--- config.mk ---
export PLATFORM = sky130hd
export DESIGN_NAME = spi_mst_txn_ctrl_flat
export DESIGN_NICKNAME = d
export VERILOG_FILES = /design/src/rtl/spi_mst_txn_ctrl_pkg.sv /design/src/rtl/spi_mst_txn_ctrl_if.sv /design/src/rtl/spi_mst_txn_ctrl_rx_unpacker.sv /design/src/rtl/spi_mst_txn_ctrl.sv /design/src/flat_wrapper.sv
export SDC_FILE = /design/constraint.sdc
export NUM_CORES = 1
export LEC_CHECK = 0
export CORE_MARGIN = 2
export CORE_UTILIZATION = 50
export CTS_CLUSTER_SIZE = 40
export DETAILED_ROUTE_END_ITERATION = 8
export PLACE_DENSITY = 0.9
export SLEW_MARGIN = 40
export SYNTH_ARGS = -nofsm -noshare
export SYNTH_HDL_FRONTEND = slang
export SYNTH_SLANG_ARGS = --single-unit
export TNS_END_PERCENT = 30
--- constraint.sdc ---
create_clock -name clk -period 2.81 [get_ports clk]
set_input_delay 0.562 -clock clk [delete_from_list [all_inputs] [get_ports clk]]
set_output_delay 0.562 -clock clk [all_outputs]
set_load 0.02 [all_outputs]
--- src/rtl/spi_mst_txn_ctrl_pkg.sv ---
// Shared types and constants for the spi_master transaction controller.
// Also holds the byte-slot and length helpers used by the packer and the unpacker.
package spi_mst_txn_ctrl_pkg;

   localparam int FIFO_W          = 128;
   localparam int CTRL_START_BIT  = 7;
   localparam int STATUS_BUSY_BIT = 7;
   localparam int LEN_W           = 4;

   typedef enum logic [2:0] {
      ST_IDLE      = 3'd0,
      ST_FILL      = 3'd1,
      ST_START     = 3'd2,
      ST_WAIT_DONE = 3'd3,
      ST_DRAIN     = 3'd4
   } state_t;

   // Byte k of a FIFO word; slot 0 occupies the top byte so it is shifted first.
   function automatic logic [7:0] fifo_byte(input logic [FIFO_W-1:0] w, input logic [3:0] k);
      return w[7'd127 - {k, 3'b000} -: 8];
   endfunction

   function automatic logic [LEN_W-1:0] calc_len(input logic [4:0] cnt, input logic mode_16b);
      logic [4:0] units;
      if (mode_16b) begin
         units = (cnt + 5'd1) >> 3'd1;
      end else begin
         units = cnt;
      end
      return LEN_W'(units - 5'd1);
   endfunction

endpackage

--- src/rtl/spi_mst_txn_ctrl_if.sv ---
// Byte-stream and spi_master-facing signals of the transaction controller.
interface spi_mst_txn_ctrl_if;
   import spi_mst_txn_ctrl_pkg::*;

   logic [7:0]        in_data;
   logic              in_valid;
   logic              in_last;
   logic              in_ready;
   logic [7:0]        out_data;
   logic              out_valid;
   logic              out_last;
   logic              out_ready;
   logic [FIFO_W-1:0] mst_wfifo;
   logic [7:0]        mst_ctrl;
   logic [FIFO_W-1:0] mst_rfifo;
   logic [7:0]        mst_status;
   logic              busy;
   logic              err_timeout;

   modport master (
      input  in_data, in_valid, in_last, out_ready, mst_rfifo, mst_status,
      output in_ready, out_data, out_valid, out_last, mst_wfifo, mst_ctrl, busy, err_timeout
   );

   modport slave (
      output in_data, in_valid, in_last, out_ready, mst_rfifo, mst_status,
      input  in_ready, out_data, out_valid, out_last, mst_wfifo, mst_ctrl, busy, err_timeout
   );

endinterface

--- src/rtl/spi_mst_txn_ctrl_rx_unpacker.sv ---
// Holds the captured read FIFO and replays its first 'count' bytes as a registered
// valid/ready stream; data and valid stay put while the consumer stalls.
module spi_mst_txn_ctrl_rx_unpacker
   import spi_mst_txn_ctrl_pkg::*;
(
   input  logic              clk,
   input  logic              rst,
   input  logic              load,
   input  logic [FIFO_W-1:0] rx_word,
   input  logic [4:0]        count,
   input  logic              out_ready,
   output logic [7:0]        out_data,
   output logic              out_valid,
   output logic              out_last,
   output logic              done
);
   logic [FIFO_W-1:0] shadow_r;
   logic [4:0]        idx_r;
   logic [4:0]        num_r;
   logic [4:0]        idx_inc_s;
   logic [7:0]        data_r;
   logic              valid_r;
   logic              last_r;
   logic              hs_s;

   assign hs_s      = valid_r & out_ready;
   assign done      = hs_s & last_r;
   assign idx_inc_s = idx_r + 5'd1;

   // Shadow capture and output stage; advances one byte per accepted handshake
   always_ff @(posedge clk) begin
      if (rst) begin
         shadow_r <= '0;
         idx_r    <= 5'd0;
         num_r    <= 5'd0;
         data_r   <= 8'd0;
         valid_r  <= 1'b0;
         last_r   <= 1'b0;
      end else if (load) begin
         shadow_r <= rx_word;
         num_r    <= count;
         idx_r    <= 5'd0;
         data_r   <= fifo_byte(rx_word, 4'd0);
         valid_r  <= 1'b1;
         last_r   <= (count == 5'd1);
      end else if (hs_s) begin
         if (last_r) begin
            valid_r <= 1'b0;
            last_r  <= 1'b0;
            idx_r   <= 5'd0;
         end else begin
            idx_r   <= idx_inc_s;
            data_r  <= fifo_byte(shadow_r, idx_inc_s[3:0]);
            last_r  <= ((idx_inc_s + 5'd1) == num_r);
         end
      end
   end

   assign out_data  = data_r;
   assign out_valid = valid_r;
   assign out_last  = last_r;

endmodule

--- src/rtl/spi_mst_txn_ctrl.sv ---
// Transaction controller in front of spi_master: packs a byte stream into the write FIFO,
// runs the start/busy handshake and streams the captured read FIFO back out.
module spi_mst_txn_ctrl
   import spi_mst_txn_ctrl_pkg::*;
#(
   parameter bit          MODE_16B = 1'b1,
   parameter int unsigned BUSY_TO  = 1023
) (
   input logic                clk,
   input logic                rst,
   spi_mst_txn_ctrl_if.master bus
);
   state_t            state_r;
   state_t            state_nxt_s;
   logic [4:0]        cnt_r;
   logic [4:0]        cnt_inc_s;
   logic [15:0]       to_cnt_r;
   logic [FIFO_W-1:0] wfifo_r;
   logic [7:0]        ctrl_r;
   logic              err_r;
   logic              mst_busy_s;
   logic              in_ready_s;
   logic              accept_s;
   logic              to_hit_s;
   logic              load_rx_s;
   logic              timeout_s;
   logic              drain_done_s;
   logic [7:0]        rx_data_s;
   logic              rx_valid_s;
   logic              rx_last_s;
   logic              status_unused_s;

   assign mst_busy_s      = bus.mst_status[STATUS_BUSY_BIT];
   assign status_unused_s = ^bus.mst_status[6:0];
   assign cnt_inc_s       = cnt_r + 5'd1;
   assign to_hit_s        = ((to_cnt_r + 16'd1) == 16'(BUSY_TO));

   // IDLE refuses new work while a master left running by a reset is still shifting
   assign in_ready_s = ~rst & (((state_r == ST_IDLE) & ~mst_busy_s) |
                               ((state_r == ST_FILL) & (cnt_r < 5'd16)));
   assign accept_s   = bus.in_valid & in_ready_s;

   // State register
   always_ff @(posedge clk) begin
      if (rst) begin
         state_r <= ST_IDLE;
      end else begin
         state_r <= state_nxt_s;
      end
   end

   // Next-state decode plus one-cycle strobes for RX capture and timeout
   always_comb begin
      state_nxt_s = state_r;
      load_rx_s   = 1'b0;
      timeout_s   = 1'b0;
      case (state_r)
         ST_IDLE: begin
            if (accept_s) begin
               state_nxt_s = bus.in_last ? ST_START : ST_FILL;
            end else begin
               state_nxt_s = ST_IDLE;
            end
         end
         ST_FILL: begin
            if (accept_s && (bus.in_last || (cnt_inc_s == 5'd16))) begin
               state_nxt_s = ST_START;
            end else begin
               state_nxt_s = ST_FILL;
            end
         end
         ST_START: begin
            if (mst_busy_s) begin
               state_nxt_s = ST_WAIT_DONE;
            end else if (to_hit_s) begin
               state_nxt_s = ST_IDLE;
               timeout_s   = 1'b1;
            end else begin
               state_nxt_s = ST_START;
            end
         end
         ST_WAIT_DONE: begin
            if (!mst_busy_s) begin
               state_nxt_s = ST_DRAIN;
               load_rx_s   = 1'b1;
            end else if (to_hit_s) begin
               state_nxt_s = ST_IDLE;
               timeout_s   = 1'b1;
            end else begin
               state_nxt_s = ST_WAIT_DONE;
            end
         end
         ST_DRAIN: begin
            if (drain_done_s) begin
               state_nxt_s = ST_IDLE;
            end else begin
               state_nxt_s = ST_DRAIN;
            end
         end
         default: begin
            state_nxt_s = ST_IDLE;
         end
      endcase
   end

   // Packer, byte count, start/len register, timeout counter and sticky error
   always_ff @(posedge clk) begin
      if (rst) begin
         cnt_r    <= 5'd0;
         to_cnt_r <= 16'd0;
         wfifo_r  <= '0;
         ctrl_r   <= 8'd0;
         err_r    <= 1'b0;
      end else begin
         if (state_nxt_s != state_r) begin
            to_cnt_r <= 16'd0;
         end else if ((state_r == ST_START) || (state_r == ST_WAIT_DONE)) begin
            to_cnt_r <= to_cnt_r + 16'd1;
         end else begin
            to_cnt_r <= 16'd0;
         end

         if (accept_s) begin
            cnt_r <= cnt_inc_s;
            if (state_r == ST_IDLE) begin
               wfifo_r <= {bus.in_data, 120'd0};
            end else begin
               wfifo_r[7'd127 - {cnt_r[3:0], 3'b000} -: 8] <= bus.in_data;
            end
         end else if ((state_r != ST_IDLE) && (state_nxt_s == ST_IDLE)) begin
            cnt_r <= 5'd0;
         end

         if (accept_s && (state_nxt_s == ST_START)) begin
            ctrl_r <= {1'b1, 3'b000, calc_len(cnt_inc_s, MODE_16B)};
         end else if ((state_r == ST_START) && (state_nxt_s != ST_START)) begin
            ctrl_r[CTRL_START_BIT] <= 1'b0;
         end

         if (timeout_s) begin
            err_r <= 1'b1;
         end
      end
   end

   spi_mst_txn_ctrl_rx_unpacker u_rx (
      .clk       (clk),
      .rst       (rst),
      .load      (load_rx_s),
      .rx_word   (bus.mst_rfifo),
      .count     (cnt_r),
      .out_ready (bus.out_ready),
      .out_data  (rx_data_s),
      .out_valid (rx_valid_s),
      .out_last  (rx_last_s),
      .done      (drain_done_s)
   );

   assign bus.in_ready    = in_ready_s;
   assign bus.out_data    = rx_data_s;
   assign bus.out_valid   = rx_valid_s;
   assign bus.out_last    = rx_last_s;
   assign bus.mst_wfifo   = wfifo_r;
   assign bus.mst_ctrl    = ctrl_r;
   assign bus.busy        = (state_r != ST_IDLE);
   assign bus.err_timeout = err_r;

endmodule

--- src/flat_wrapper.sv ---
// flat-port wrapper written by rule: the top's interface ports become plain ports
module spi_mst_txn_ctrl_flat import spi_mst_txn_ctrl_pkg::*;
#(
   parameter bit          MODE_16B = 1'b1,
   parameter int unsigned BUSY_TO  = 1023
)
  (clk, rst, bus_in_data, bus_in_valid, bus_in_last, bus_out_ready, bus_mst_rfifo, bus_mst_status, bus_in_ready, bus_out_data, bus_out_valid, bus_out_last, bus_mst_wfifo, bus_mst_ctrl, bus_busy, bus_err_timeout);
  spi_mst_txn_ctrl_if bus_i ();
  input logic clk;
  input logic rst;
  input wire logic [$bits(bus_i.in_data)-1:0] bus_in_data;
  input wire logic [$bits(bus_i.in_valid)-1:0] bus_in_valid;
  input wire logic [$bits(bus_i.in_last)-1:0] bus_in_last;
  input wire logic [$bits(bus_i.out_ready)-1:0] bus_out_ready;
  input wire logic [$bits(bus_i.mst_rfifo)-1:0] bus_mst_rfifo;
  input wire logic [$bits(bus_i.mst_status)-1:0] bus_mst_status;
  output wire logic [$bits(bus_i.in_ready)-1:0] bus_in_ready;
  output wire logic [$bits(bus_i.out_data)-1:0] bus_out_data;
  output wire logic [$bits(bus_i.out_valid)-1:0] bus_out_valid;
  output wire logic [$bits(bus_i.out_last)-1:0] bus_out_last;
  output wire logic [$bits(bus_i.mst_wfifo)-1:0] bus_mst_wfifo;
  output wire logic [$bits(bus_i.mst_ctrl)-1:0] bus_mst_ctrl;
  output wire logic [$bits(bus_i.busy)-1:0] bus_busy;
  output wire logic [$bits(bus_i.err_timeout)-1:0] bus_err_timeout;
  assign bus_i.in_data = bus_in_data;
  assign bus_i.in_valid = bus_in_valid;
  assign bus_i.in_last = bus_in_last;
  assign bus_i.out_ready = bus_out_ready;
  assign bus_i.mst_rfifo = bus_mst_rfifo;
  assign bus_i.mst_status = bus_mst_status;
  assign bus_in_ready = bus_i.in_ready;
  assign bus_out_data = bus_i.out_data;
  assign bus_out_valid = bus_i.out_valid;
  assign bus_out_last = bus_i.out_last;
  assign bus_mst_wfifo = bus_i.mst_wfifo;
  assign bus_mst_ctrl = bus_i.mst_ctrl;
  assign bus_busy = bus_i.busy;
  assign bus_err_timeout = bus_i.err_timeout;
  spi_mst_txn_ctrl #(.MODE_16B(MODE_16B), .BUSY_TO(BUSY_TO)) u_core (.clk(clk), .rst(rst), .bus(bus_i));
endmodule
Word level (Yosys, flattened, before mapping)
Index checks and enable logic that the tools add are counted.

word-level totals
  register bits = 306
  latch bits = 0
  bits in writable memories = 0
  ROM bits = 0
  input port bits = 149
  output and inout bits = 149
  logic and storage cells = 98
  memories kept = 0

operators by class
  add/subtract/negate cells = 9
  multiply operators = 0
  divide/modulo/power cells = 0
  order comparisons = 1
  equal/unequal tests = 12
  shift operators = 3
  muxes and demuxes = 33
  bitwise gates (word level) = 10
  reductions and logical operators = 17

operators with widths
  kind                                                                     number
  8-bit by 9-bit variable shift with 135-bit output, first input constant  1
  135-bit by 8-bit indexed part select with 8-bit output                   1
  8-bit by 9-bit indexed part select with 135-bit output                   1
  128-bit bitwise mux                                                      1
  128-bit 2-to-1 mux                                                       1
  8-bit 2-to-1 mux                                                         3
  5-bit by 1-bit adder with 5-bit output, second input constant            4
  16-bit by 1-bit adder with 16-bit output, second input constant          1
  16-bit by 10-bit equality test with 1-bit output, second input constant  1
  5-bit 2-to-1 mux                                                         3
  3-bit case mux with 5 select lines                                       1
  7-bit subtractor, first input constant                                   2
  1-bit 2-to-1 mux                                                         13
  3-bit 2-to-1 mux                                                         4
  3-bit by 2-bit equality test with 1-bit output, second input constant    3
  7-bit negation with 9-bit output                                         1
  2-bit 2-to-1 mux                                                         4
  4-bit 2-to-1 mux                                                         2
  2-bit nonzero test                                                       4
  1-bit AND                                                                6
  3-bit logical NOT                                                        2
  5-bit by 1-bit equality test with 1-bit output, second input constant    1
  5-bit equality test                                                      1
  5-bit equality test, second input constant                               1
  16 further kinds                                                         23

Depth between registers and ports, before layout
Gate-level depths: netlist of the first run.

  word-level depth = 13
  mapped depth = 12
  mapped depth without buffers = 9

Modules after synthesis
A second synthesis of the first run with hierarchy kept.

unflattened totals
  cells, all modules = 1339
  area, all modules = 12971.2 µm²

modules (own cells, without submodules)
  module                        times used  cells an instance  area an instance (µm²)  sequential area each (µm²)
  spi_mst_txn_ctrl_rx_unpacker  1           615                6566.3                  2962.8
  spi_mst_txn_ctrl              1           724                6404.9                  3163.0

Worst setup path before layout of the first run
Ideal clock, no wire load.

  path kind = reg-to-reg
  start point = reg u_core.u_rx.idx_r[0]
  end point = reg u_core.u_rx.data_r[5], in the netlist u_core.u_rx.out_data[5]
  setup time = 132 ps
  data arrival time = 2313 ps
  data required time = 2678 ps
  slack = 365 ps
  stages on the path, launching flop included = 13
  buffers on the path = 3
  period minus slack after synthesis = 2445 ps
  path through = dfxtp_1 -> clkbuf_1 -> inv_1 -> ha_1 -> buf_2 -> clkbuf_1 -> mux4_2 -> nand2_1 -> nand2_1 -> o21ai_0 -> o21ai_0 -> nand2_1 -> a21oi_1

on the way
  cells in the longest elaborated chain, start to end = 6

ends and longest elaborated chain
  item                                                    line                                RTL
  from (decl)                                             spi_mst_txn_ctrl_rx_unpacker.sv:18  logic [4:0] idx_r;
  from (signal assigned)                                  spi_mst_txn_ctrl_rx_unpacker.sv:52  idx_r <= idx_inc_s;
  5-bit by 1-bit adder with 5-bit output                  spi_mst_txn_ctrl_rx_unpacker.sv:28  assign idx_inc_s = idx_r + 5'd1;
  7-bit subtractor                                        spi_mst_txn_ctrl_pkg.sv:20          return w[7'd127 - {k, 3'b000} -: 8];
  135-bit by 8-bit indexed part select with 8-bit output  spi_mst_txn_ctrl_pkg.sv:20
  8-bit 2-to-1 mux                                        spi_mst_txn_ctrl_rx_unpacker.sv:47  if (last_r) begin
  8-bit 2-to-1 mux                                        spi_mst_txn_ctrl_rx_unpacker.sv:46  end else if (hs_s) begin
  8-bit 2-to-1 mux                                        spi_mst_txn_ctrl_rx_unpacker.sv:39  end else if (load) begin
  to (signal assigned)                                    spi_mst_txn_ctrl_rx_unpacker.sv:43  data_r <= fifo_byte(rx_word, 4'd0);
  to (signal assigned)                                    spi_mst_txn_ctrl_rx_unpacker.sv:53  data_r <= fifo_byte(shadow_r, idx_inc_s[3:0]);
  to (decl)                                               spi_mst_txn_ctrl_rx_unpacker.sv:21  logic [7:0] data_r;

No other way between the ends. The select of a mux whose other input is x is not followed.
A chain may end at the register's enable or synchronous reset.

Worst setup path after layout of the first run
  start point = reg u_core.state_r[1]
  end point = out bus_busy

on the way
  cells in the longest elaborated chain, start to end = 1

ends and longest elaborated chain
  item                    line                     RTL
  from (decl)             spi_mst_txn_ctrl.sv:13   state_t state_r;
  from (signal assigned)  spi_mst_txn_ctrl.sv:48   state_r <= state_nxt_s;
  3-bit nonzero test      spi_mst_txn_ctrl.sv:165  assign bus.busy = (state_r != ST_IDLE);
  to (decl)               flat_wrapper.sv:23       output wire logic [$bits(bus_i.busy)-1:0] bus_busy;

No other way between the ends.

==> results of run 1 <==
[sequential cells by signal (all words and copies together), names as in the netlist]
| register | cells |
|---|---|
| u_core.u_rx.num_r | 5 |
| u_core.u_rx.idx_r | 5 |
| u_core.state_r | 3 |
| u_core.cnt_r | 5 |
| u_core.bus.mst_wfifo | 128 |
| u_core.u_rx.out_valid | 1 |
| u_core.to_cnt_r | 16 |
| u_core.bus.mst_ctrl | 5 |
| u_core.u_rx.out_data | 8 |
| u_core.bus.err_timeout | 1 |
| u_core.u_rx.out_last | 1 |
| u_core.u_rx.shadow_r | 128 |
[layout by cell type, fill, tap and decap left out, types with 8 or more instances in the layout]
| cell | Yosys | layout |
|---|---|---|
| sky130_fd_sc_hd__dfxtp_1 | 306 | 304 |
| sky130_fd_sc_hd__clkbuf_8 | 0 | 9 |
| sky130_fd_sc_hd__nand2_1 | 376 | 375 |
| sky130_fd_sc_hd__ha_1 | 12 | 11 |
| sky130_fd_sc_hd__xor2_1 | 16 | 16 |
| sky130_fd_sc_hd__mux4_2 | 32 | 32 |
| sky130_fd_sc_hd__clkbuf_16 | 0 | 31 |
| sky130_fd_sc_hd__o21ai_1 | 9 | 9 |
| sky130_fd_sc_hd__inv_1 | 8 | 8 |
| sky130_fd_sc_hd__o21ai_0 | 24 | 24 |
| sky130_fd_sc_hd__a21oi_1 | 155 | 155 |
| sky130_fd_sc_hd__xnor2_1 | 17 | 16 |
| sky130_fd_sc_hd__nand3_1 | 18 | 18 |
| sky130_fd_sc_hd__a22oi_1 | 128 | 128 |
| sky130_fd_sc_hd__clkdlybuf4s50_1 | 0 | 282 |
| sky130_fd_sc_hd__nor2_1 | 182 | 182 |
| sky130_fd_sc_hd__buf_4 | 7 | 31 |
| sky130_fd_sc_hd__nor3_1 | 14 | 14 |
[logic make-up after synthesis]
kind of cell | count (synthesis)
multiplexers | 33
AO/OA/AOI/OAI | 335
other | 1
buffers and inverters | 117
AND/OR/NAND/NOR | 646
XOR/XNOR | 34
flip-flops | 306
adder cells (fa/ha/maj) | 12
[layer usage]
| metal | global-route usage | routed length (um) | part of all wire |
|---|---|---|---|
| met1 | 0.3288 | 14130 | 0.38 |
| met2 | 0.4843 | 18170 | 0.49 |
| met3 | 0.04507 | 3019 | 0.082 |
| met4 | 0.1014 | 1527 | 0.041 |
| met5 | 0 | 0 | 0 |
[how the worst max path moves through the flow]
stage | endpoint | startpoint | cells after the start
after CTS | bus_busy | u_core.state_r[0] | 3
after global placement | u_core.cnt_r[0] | bus_mst_status[7] | 8
after detailed placement | u_core.cnt_r[0] | bus_mst_status[7] | 8
final | bus_busy | u_core.state_r[1] | 3
after floorplan | u_core.u_rx.out_data[5] | u_core.u_rx.idx_r[0] | 12
after global routing | bus_busy | u_core.state_r[1] | 3
[power breakdown]
part / leakage [uW] / switching, uW / internal (uW) / total (uW)
sequential: 0.00247 / 18.6 / 4350 / 4370
combinational: 0.00274 / 290 / 251 / 541
clock: 0.000514 / 1750 / 2420 / 4180
[stage by stage]
| step | cell area (sq um) | cells | util | setup WS, ns |
|---|---|---|---|---|
| global route | 16730 | 2077 | 0.6839 | 0.04026 |
| floorplan | 12560 | 1486 | - | 0.3646 |
| CTS | 16740 | 2077 | 0.6843 | 0.06136 |
| global placement | 15690 | 2021 | 0.6415 | 0.2464 |
| finish | 16730 | 2077 | 0.6839 | 0.1422 |
| detailed placement | 15700 | 2021 | 0.6418 | 0.1190 |
[area by class of cell]
type,instances,area share
clock inverter,14,0.008526
clock buffer,42,0.05362
timing repair buffer,320,0.1879
inverter,8,0.001795
tap,324,0.02423
multi-input combinational,1063,0.3576
sequential,306,0.3663
==> impl_metrics.xml, run 1 <==
<?xml version="1.0" encoding="UTF-8"?>
<metrics>
  <group name="drt">
    <metric name="drc_errors" unit="">0</metric>
    <metric name="post_drt_wl_per_cell" unit="um">17.74</metric>
    <metric name="drt-total-wl" unit="mm">36.85</metric>
    <metric name="firstDrtPassIters" unit="">6</metric>
    <metric name="dr_total_vias" unit="">11970</metric>
    <metric name="drtAntennaViolNets" unit="">0</metric>
    <metric name="detail_route.vias_per_cell" unit="">5.765</metric>
    <metric name="detailedRoute.firstIterationViolations" unit="">1196</metric>
  </group>
  <group name="run">
    <metric name="max_cap_violations" unit="">0</metric>
  </group>
  <group name="clock_tree">
    <metric name="cts_sinks" unit="">306</metric>
    <metric name="clk-insertion-delay-late" unit="ns">0.55</metric>
    <metric name="numCtsBuffers" unit="">30</metric>
    <metric name="post_cts_repair_timing_setup_buffer_count" unit="">0</metric>
    <metric name="htree_num_levels" unit="">1</metric>
    <metric name="hold_buffers" unit="">0</metric>
    <metric name="cts-resized-gates" unit="">0</metric>
    <metric name="cts_tree" unit="">built</metric>
    <metric name="cts.root.buffer_cell" unit="">sky130_fd_sc_hd__clkbuf_16</metric>
    <metric name="clk_transition_reported_paths" unit="ns">0.07</metric>
    <metric name="clk_path_buf_depth" unit="">3</metric>
  </group>
  <group name="worst_setup_path">
    <metric name="critical_path.reg2reg.endpoint" unit="">u_core.cnt_r[0]</metric>
    <metric name="worst-path-buf-inv" unit="">2</metric>
    <metric name="worstPathCellList" unit="">nor3_2 &gt; inv_1 &gt; clkdlybuf4s50_1</metric>
    <metric name="regToRegSetupSlack" unit="ns">0.23</metric>
    <metric name="timing.critical_path.arrival" unit="ns">2.11</metric>
    <metric name="cp.required" unit="ns">2.25</metric>
    <metric name="category_of_cells_accounting_for_the_largest_share_of_critical_path_delay" unit="">buffers and inverters</metric>
    <metric name="endpoint_kind" unit="">primary output</metric>
    <metric name="worstPathMaxFanout" unit="">11</metric>
    <metric name="critPathLaunchType" unit="">flop</metric>
    <metric name="worst_r2r_startpoint" unit="">u_core.cnt_r[0]</metric>
    <metric name="slowest_delay" unit="ns">0.74</metric>
    <metric name="critical_path.slowest_cell" unit="">sky130_fd_sc_hd__clkdlybuf4s50_1</metric>
    <metric name="critPathKind" unit="">reg -&gt; out</metric>
    <metric name="timing.reg2reg.worst_path_depth" unit="">8</metric>
  </group>
  <group name="logic_synthesis">
    <metric name="yosys.area_share.adder" unit="">0.01196</metric>
    <metric name="netlist_top_cells_count" unit="">sky130_fd_sc_hd__nand2_1 (376), sky130_fd_sc_hd__dfxtp_1 (306), sky130_fd_sc_hd__nor2_1 (182)</metric>
    <metric name="synth_simple_gate_area_share" unit="">0.2152</metric>
    <metric name="mux_cell_area_share_after_synthesis" unit="">0.05819</metric>
    <metric name="ys.flop_type" unit="">sky130_fd_sc_hd__dfxtp_1</metric>
    <metric name="synth_compound_gate_area_share" unit="">0.1633</metric>
    <metric name="synth-xor-area-share" unit="">0.02431</metric>
    <metric name="synth_warnings" unit="">0</metric>
    <metric name="avgSynthCellArea" unit="sq um">8.462</metric>
    <metric name="synth.largest_area_cell" unit="">sky130_fd_sc_hd__dfxtp_1</metric>
    <metric name="synth_async_sr_flop_share" unit="">0</metric>
    <metric name="synth_seq_cells" unit="">306</metric>
    <metric name="synth_cells" unit="">1484</metric>
    <metric name="yosysSeqAreaShare" unit="">0.4878</metric>
    <metric name="synth.cell_area" unit="sq um">12560</metric>
    <metric name="yosys.cell_count.top_type" unit="">sky130_fd_sc_hd__nand2_1</metric>
    <metric name="synth_top_family_by_area" unit="">simple AND/OR/NAND/NOR gates</metric>
    <metric name="synthDistinctLibCells" unit="">54</metric>
    <metric name="synth-edff-count" unit="">0</metric>
    <metric name="largest_cells_by_area_after_synthesis" unit="">sky130_fd_sc_hd__dfxtp_1 (49%), sky130_fd_sc_hd__nand2_1 (11%), sky130_fd_sc_hd__a22oi_1 (7.7%)</metric>
    <metric name="yosysTopAreaCellShare" unit="">0.4878</metric>
  </group>
  <group name="grt">
    <metric name="grt_use_total" unit="">0.2713</metric>
    <metric name="global_route_wire_length_before_repair" unit="mm">58.31</metric>
    <metric name="grt_max_degree" unit="">138</metric>
    <metric name="grt_pass1_vias" unit="">11370</metric>
    <metric name="grt_antenna_before_repair" unit="">0</metric>
    <metric name="gr-total-overflow" unit="">0</metric>
  </group>
  <group name="min_path">
    <metric name="worst_hold_startpoint" unit="">rst</metric>
    <metric name="timing.hold.worst_endpoint" unit="">u_core.bus.mst_wfifo[85]</metric>
    <metric name="timing.hold.worst.class" unit="">in -&gt; reg</metric>
    <metric name="min_path_cells" unit="">2</metric>
  </group>
  <group name="timing">
    <metric name="timing_worst_slew_pin_value" unit="ns">0.9444</metric>
    <metric name="max_slew_margin" unit="">0.3684</metric>
    <metric name="sum_of_negative_setup_slack" unit="ns">0</metric>
    <metric name="grt_setup_unrepaired" unit="">no</metric>
    <metric name="period_share" unit="">0.9494</metric>
    <metric name="finalMaxSlewViolations" unit="">0</metric>
    <metric name="hold_viol_final" unit="">0</metric>
    <metric name="timing.fmax" unit="MHz">374.8</metric>
    <metric name="period_needed" unit="ns">2.668</metric>
    <metric name="report.final.setup_viol" unit="">0</metric>
    <metric name="hold-worst-slack" unit="ns">0.2845</metric>
    <metric name="skew" unit="ns">0.008260</metric>
  </group>
  <group name="die">
    <metric name="floorplan.rows" unit="">57</metric>
    <metric name="floorplan.initialDensity" unit="">0.5133</metric>
    <metric name="core_area" unit="sq um">24460</metric>
    <metric name="pin_count" unit="">298</metric>
    <metric name="die_h" unit="um">162.5</metric>
    <metric name="design.die.area" unit="sq um">26400</metric>
    <metric name="floorplan.die.width" unit="um">162.5</metric>
  </group>
  <group name="outcome">
    <metric name="result_of_the_run" unit="">finished clean</metric>
  </group>
  <group name="cells_and_area">
    <metric name="filler_cell_count" unit="">1812</metric>
    <metric name="drive_above_1_share" unit="">0.08386</metric>
    <metric name="multi_input_comb_area" unit="sq um">5982</metric>
    <metric name="num-nets-final" unit="">1890</metric>
    <metric name="insertedDiodeCount" unit="">0</metric>
    <metric name="register_area" unit="sq um">6128</metric>
    <metric name="layout-area-overhead-vs-synth" unit="%">33.23</metric>
  </group>
  <group name="placement">
    <metric name="hpwl" unit="mm">25.51</metric>
    <metric name="gp_congestion" unit="">0.8697</metric>
    <metric name="placement.io_buffers" unit="">287</metric>
  </group>
  <group name="pwr">
    <metric name="power_leakage" unit="uW">0.005723</metric>
    <metric name="power-per-cell-area" unit="nW/um^2">543.3</metric>
    <metric name="power.total" unit="uW">9089</metric>
    <metric name="power.ir.vdd_worst" unit="mV">0.4457</metric>
  </group>
</metrics>
No activity file was read; power rests on OpenSTA's default activity.
==> run 2: changes to the inputs <==
--- a/config.mk
+++ b/config.mk
@@ -9,7 +9,7 @@
 export CORE_UTILIZATION = 50
 export CTS_CLUSTER_SIZE = 40
 export DETAILED_ROUTE_END_ITERATION = 8
-export PLACE_DENSITY = 0.9
+export PLACE_DENSITY = 0.88
 export SLEW_MARGIN = 40
 export SYNTH_ARGS = -nofsm -noshare
 export SYNTH_HDL_FRONTEND = slang
==> impl_metrics.xml, run 2 (synthesis gave the netlist of run 1 again) <==
<?xml version="1.0" encoding="UTF-8"?>
<metrics>
  <group name="outcome">
    <metric name="result_of_the_run" unit="">finished clean</metric>
  </group>
  <group name="die">
    <metric name="floorplan.initialDensity" unit="">0.5133</metric>
    <metric name="floorplan.rows" unit="">57</metric>
    <metric name="design.die.area" unit="sq um">26400</metric>
    <metric name="core_area" unit="sq um">24460</metric>
    <metric name="floorplan.die.width" unit="um">162.5</metric>
    <metric name="die_h" unit="um">162.5</metric>
    <metric name="pin_count" unit="">298</metric>
  </group>
  <group name="timing">
    <metric name="max_slew_margin" unit="">0.4043</metric>
    <metric name="period_share" unit="">0.9590</metric>
    <metric name="sum_of_negative_setup_slack" unit="ns">0</metric>
    <metric name="hold-worst-slack" unit="ns">0.4539</metric>
    <metric name="skew" unit="ns">0.01323</metric>
    <metric name="report.final.setup_viol" unit="">0</metric>
    <metric name="worst_slack" unit="ns">0.1151</metric>
    <metric name="timing.fmax" unit="MHz">371.1</metric>
    <metric name="period_needed" unit="ns">2.695</metric>
    <metric name="hold_viol_final" unit="">0</metric>
    <metric name="finalMaxSlewViolations" unit="">0</metric>
    <metric name="timing_worst_slew_pin_value" unit="ns">0.8907</metric>
    <metric name="grt_setup_unrepaired" unit="">no</metric>
  </group>
  <group name="grt">
    <metric name="grt_use_total" unit="">0.2662</metric>
    <metric name="grt_antenna_before_repair" unit="">0</metric>
    <metric name="grt_max_degree" unit="">116</metric>
    <metric name="global_route_wire_length_before_repair" unit="mm">57.24</metric>
    <metric name="gr-total-overflow" unit="">0</metric>
    <metric name="grt_pass1_vias" unit="">11400</metric>
  </group>
  <group name="drt">
    <metric name="met2_wirelength" unit="mm">17.85</metric>
    <metric name="met3WireLength" unit="mm">3.074</metric>
    <metric name="dr_total_vias" unit="">11870</metric>
    <metric name="detailedRoute.firstIterationViolations" unit="">1073</metric>
    <metric name="routedLengthMet1" unit="mm">14.05</metric>
    <metric name="maxUsedRoutingLayer" unit="">met4</metric>
    <metric name="drt-total-wl" unit="mm">36.42</metric>
    <metric name="detail_route.vias_per_cell" unit="">5.729</metric>
    <metric name="drtAntennaViolNets" unit="">0</metric>
    <metric name="drc_errors" unit="">0</metric>
    <metric name="post_drt_wl_per_cell" unit="um">17.58</metric>
    <metric name="firstDrtPassIters" unit="">7</metric>
  </group>
  <group name="pwr">
    <metric name="power.total" unit="uW">9255</metric>
    <metric name="power_leakage" unit="uW">0.005733</metric>
    <metric name="power.ir.vdd_worst" unit="mV">0.3581</metric>
    <metric name="clock_power_share" unit="">0.469</metric>
    <metric name="share_seq_of_total_power" unit="">0.472</metric>
    <metric name="p_switching" unit="uW">1967</metric>
    <metric name="combPwrFrac" unit="">0.058</metric>
    <metric name="power_switching_share" unit="">0.2125</metric>
    <metric name="intPower" unit="uW">7288</metric>
    <metric name="power-per-cell-area" unit="nW/um^2">551.8</metric>
  </group>
  <group name="worst_setup_path">
    <metric name="critPathLaunchType" unit="">flop</metric>
    <metric name="timing.critical_path.arrival" unit="ns">2.13</metric>
    <metric name="cp.required" unit="ns">2.25</metric>
    <metric name="endpoint_kind" unit="">primary output</metric>
    <metric name="worstPathMaxFanout" unit="">11</metric>
    <metric name="critPathKind" unit="">reg -&gt; out</metric>
  </group>
  <group name="clock_tree">
    <metric name="clk_transition_reported_paths" unit="ns">0.06</metric>
    <metric name="clk_path_buf_depth" unit="">3</metric>
    <metric name="cts_sinks" unit="">306</metric>
    <metric name="htree_num_levels" unit="">1</metric>
    <metric name="clk-insertion-delay-late" unit="ns">0.56</metric>
    <metric name="hold_buffers" unit="">0</metric>
    <metric name="numCtsBuffers" unit="">30</metric>
    <metric name="cts_tree" unit="">built</metric>
    <metric name="cts.root.buffer_cell" unit="">sky130_fd_sc_hd__clkbuf_16</metric>
  </group>
  <group name="placement">
    <metric name="gp_congestion" unit="">0.8446</metric>
    <metric name="placement.io_buffers" unit="">287</metric>
    <metric name="preCtsSetupSlack" unit="ns">0.1032</metric>
    <metric name="hpwl" unit="mm">24.98</metric>
  </group>
  <group name="min_path">
    <metric name="timing.hold.worst.class" unit="">reg -&gt; reg</metric>
  </group>
  <group name="cells_and_area">
    <metric name="insertedDiodeCount" unit="">0</metric>
    <metric name="drive_above_1_share" unit="">0.07838</metric>
    <metric name="num-nets-final" unit="">1886</metric>
    <metric name="layout-area-overhead-vs-synth" unit="%">33.58</metric>
    <metric name="final_common_cell" unit="">sky130_fd_sc_hd__nand2_1</metric>
    <metric name="final_cell_mix" unit="">sky130_fd_sc_hd__nand2_1 (375), sky130_fd_sc_hd__dfxtp_1 (304), sky130_fd_sc_hd__clkdlybuf4s50_1 (283), sky130_fd_sc_hd__nor2_1 (182), sky130_fd_sc_hd__a21oi_1 (155)</metric>
  </group>
  <group name="run">
    <metric name="max_cap_violations" unit="">0</metric>
  </group>
</metrics>
-- run 2: path summary, 6_finish.rpt --
kind / cells past startpoint / endpoint / startpoint / slack (ns)
worst max-delay path: 3 / bus_busy / u_core.state_r[1] / 0.12
worst min-delay path: 2 / u_core.u_rx.shadow_r[80] / u_core.u_rx.shadow_r[80] / 0.45
worst max register to register: 8 / u_core.cnt_r[0] / u_core.cnt_r[0] / 0.27
worst min register to register: 2 / u_core.u_rx.shadow_r[80] / u_core.u_rx.shadow_r[80] / 0.45
-- run 2: through the flow --
stage | cells | area, sq um | util
final | 2072 | 16770 | 0.6857
after global routing | 2072 | 16770 | 0.6857
after CTS | 2072 | 16780 | 0.6860
after detailed placement | 2017 | 15690 | 0.6416
after global placement | 2017 | 15680 | 0.6408
after floorplan | 1486 | 12560 | -
-- run 2: metal layers --
| metal | GRT usage | vias to the layer above |
|---|---|---|
| met5 | 0 | - |
| met4 | 0.1187 | 0 |
| met3 | 0.04915 | 102 |
| met2 | 0.4650 | 595 |
| met1 | 0.3201 | 5626 |
| li1 | - | 5547 |
-- run 2: layout make-up --
type	instances	area [sq um]
fill	1827	7689
sequential	306	6128
multi-input combinational	1063	5982
timing repair buffer	316	3142
clock buffer	46	912.1
tap	324	405.4
clock inverter	9	173.9
inverter	8	30.03
-- run 2: power by group through the flow --
| stage | clock network (uW) | logic (uW) | registers (uW) |
|---|---|---|---|
| 2_1_floorplan | 0 | 228 | 4470 |
| 3_5_place_dp | 0 | 527 | 4470 |
| 3_3_place_gp | 0 | 520 | 4470 |
| 4_1_cts | 4380 | 532 | 4370 |
| 6_report | 4350 | 538 | 4370 |
| 5_1_grt | 4580 | 575 | 4370 |
-- run 2: timing repair --
item,in CTS,in global routing
setup endpoints to repair,0,1
setup buffers,0,0
gates resized for setup,0,1
-- run 2: worst max-delay path, stage by stage, from the launching register on --
cell and delay, ns:
sky130_fd_sc_hd__dfxtp_1 0.49, sky130_fd_sc_hd__nor3_2 0.09, sky130_fd_sc_hd__inv_1 0.30, sky130_fd_sc_hd__clkdlybuf4s50_1 0.70
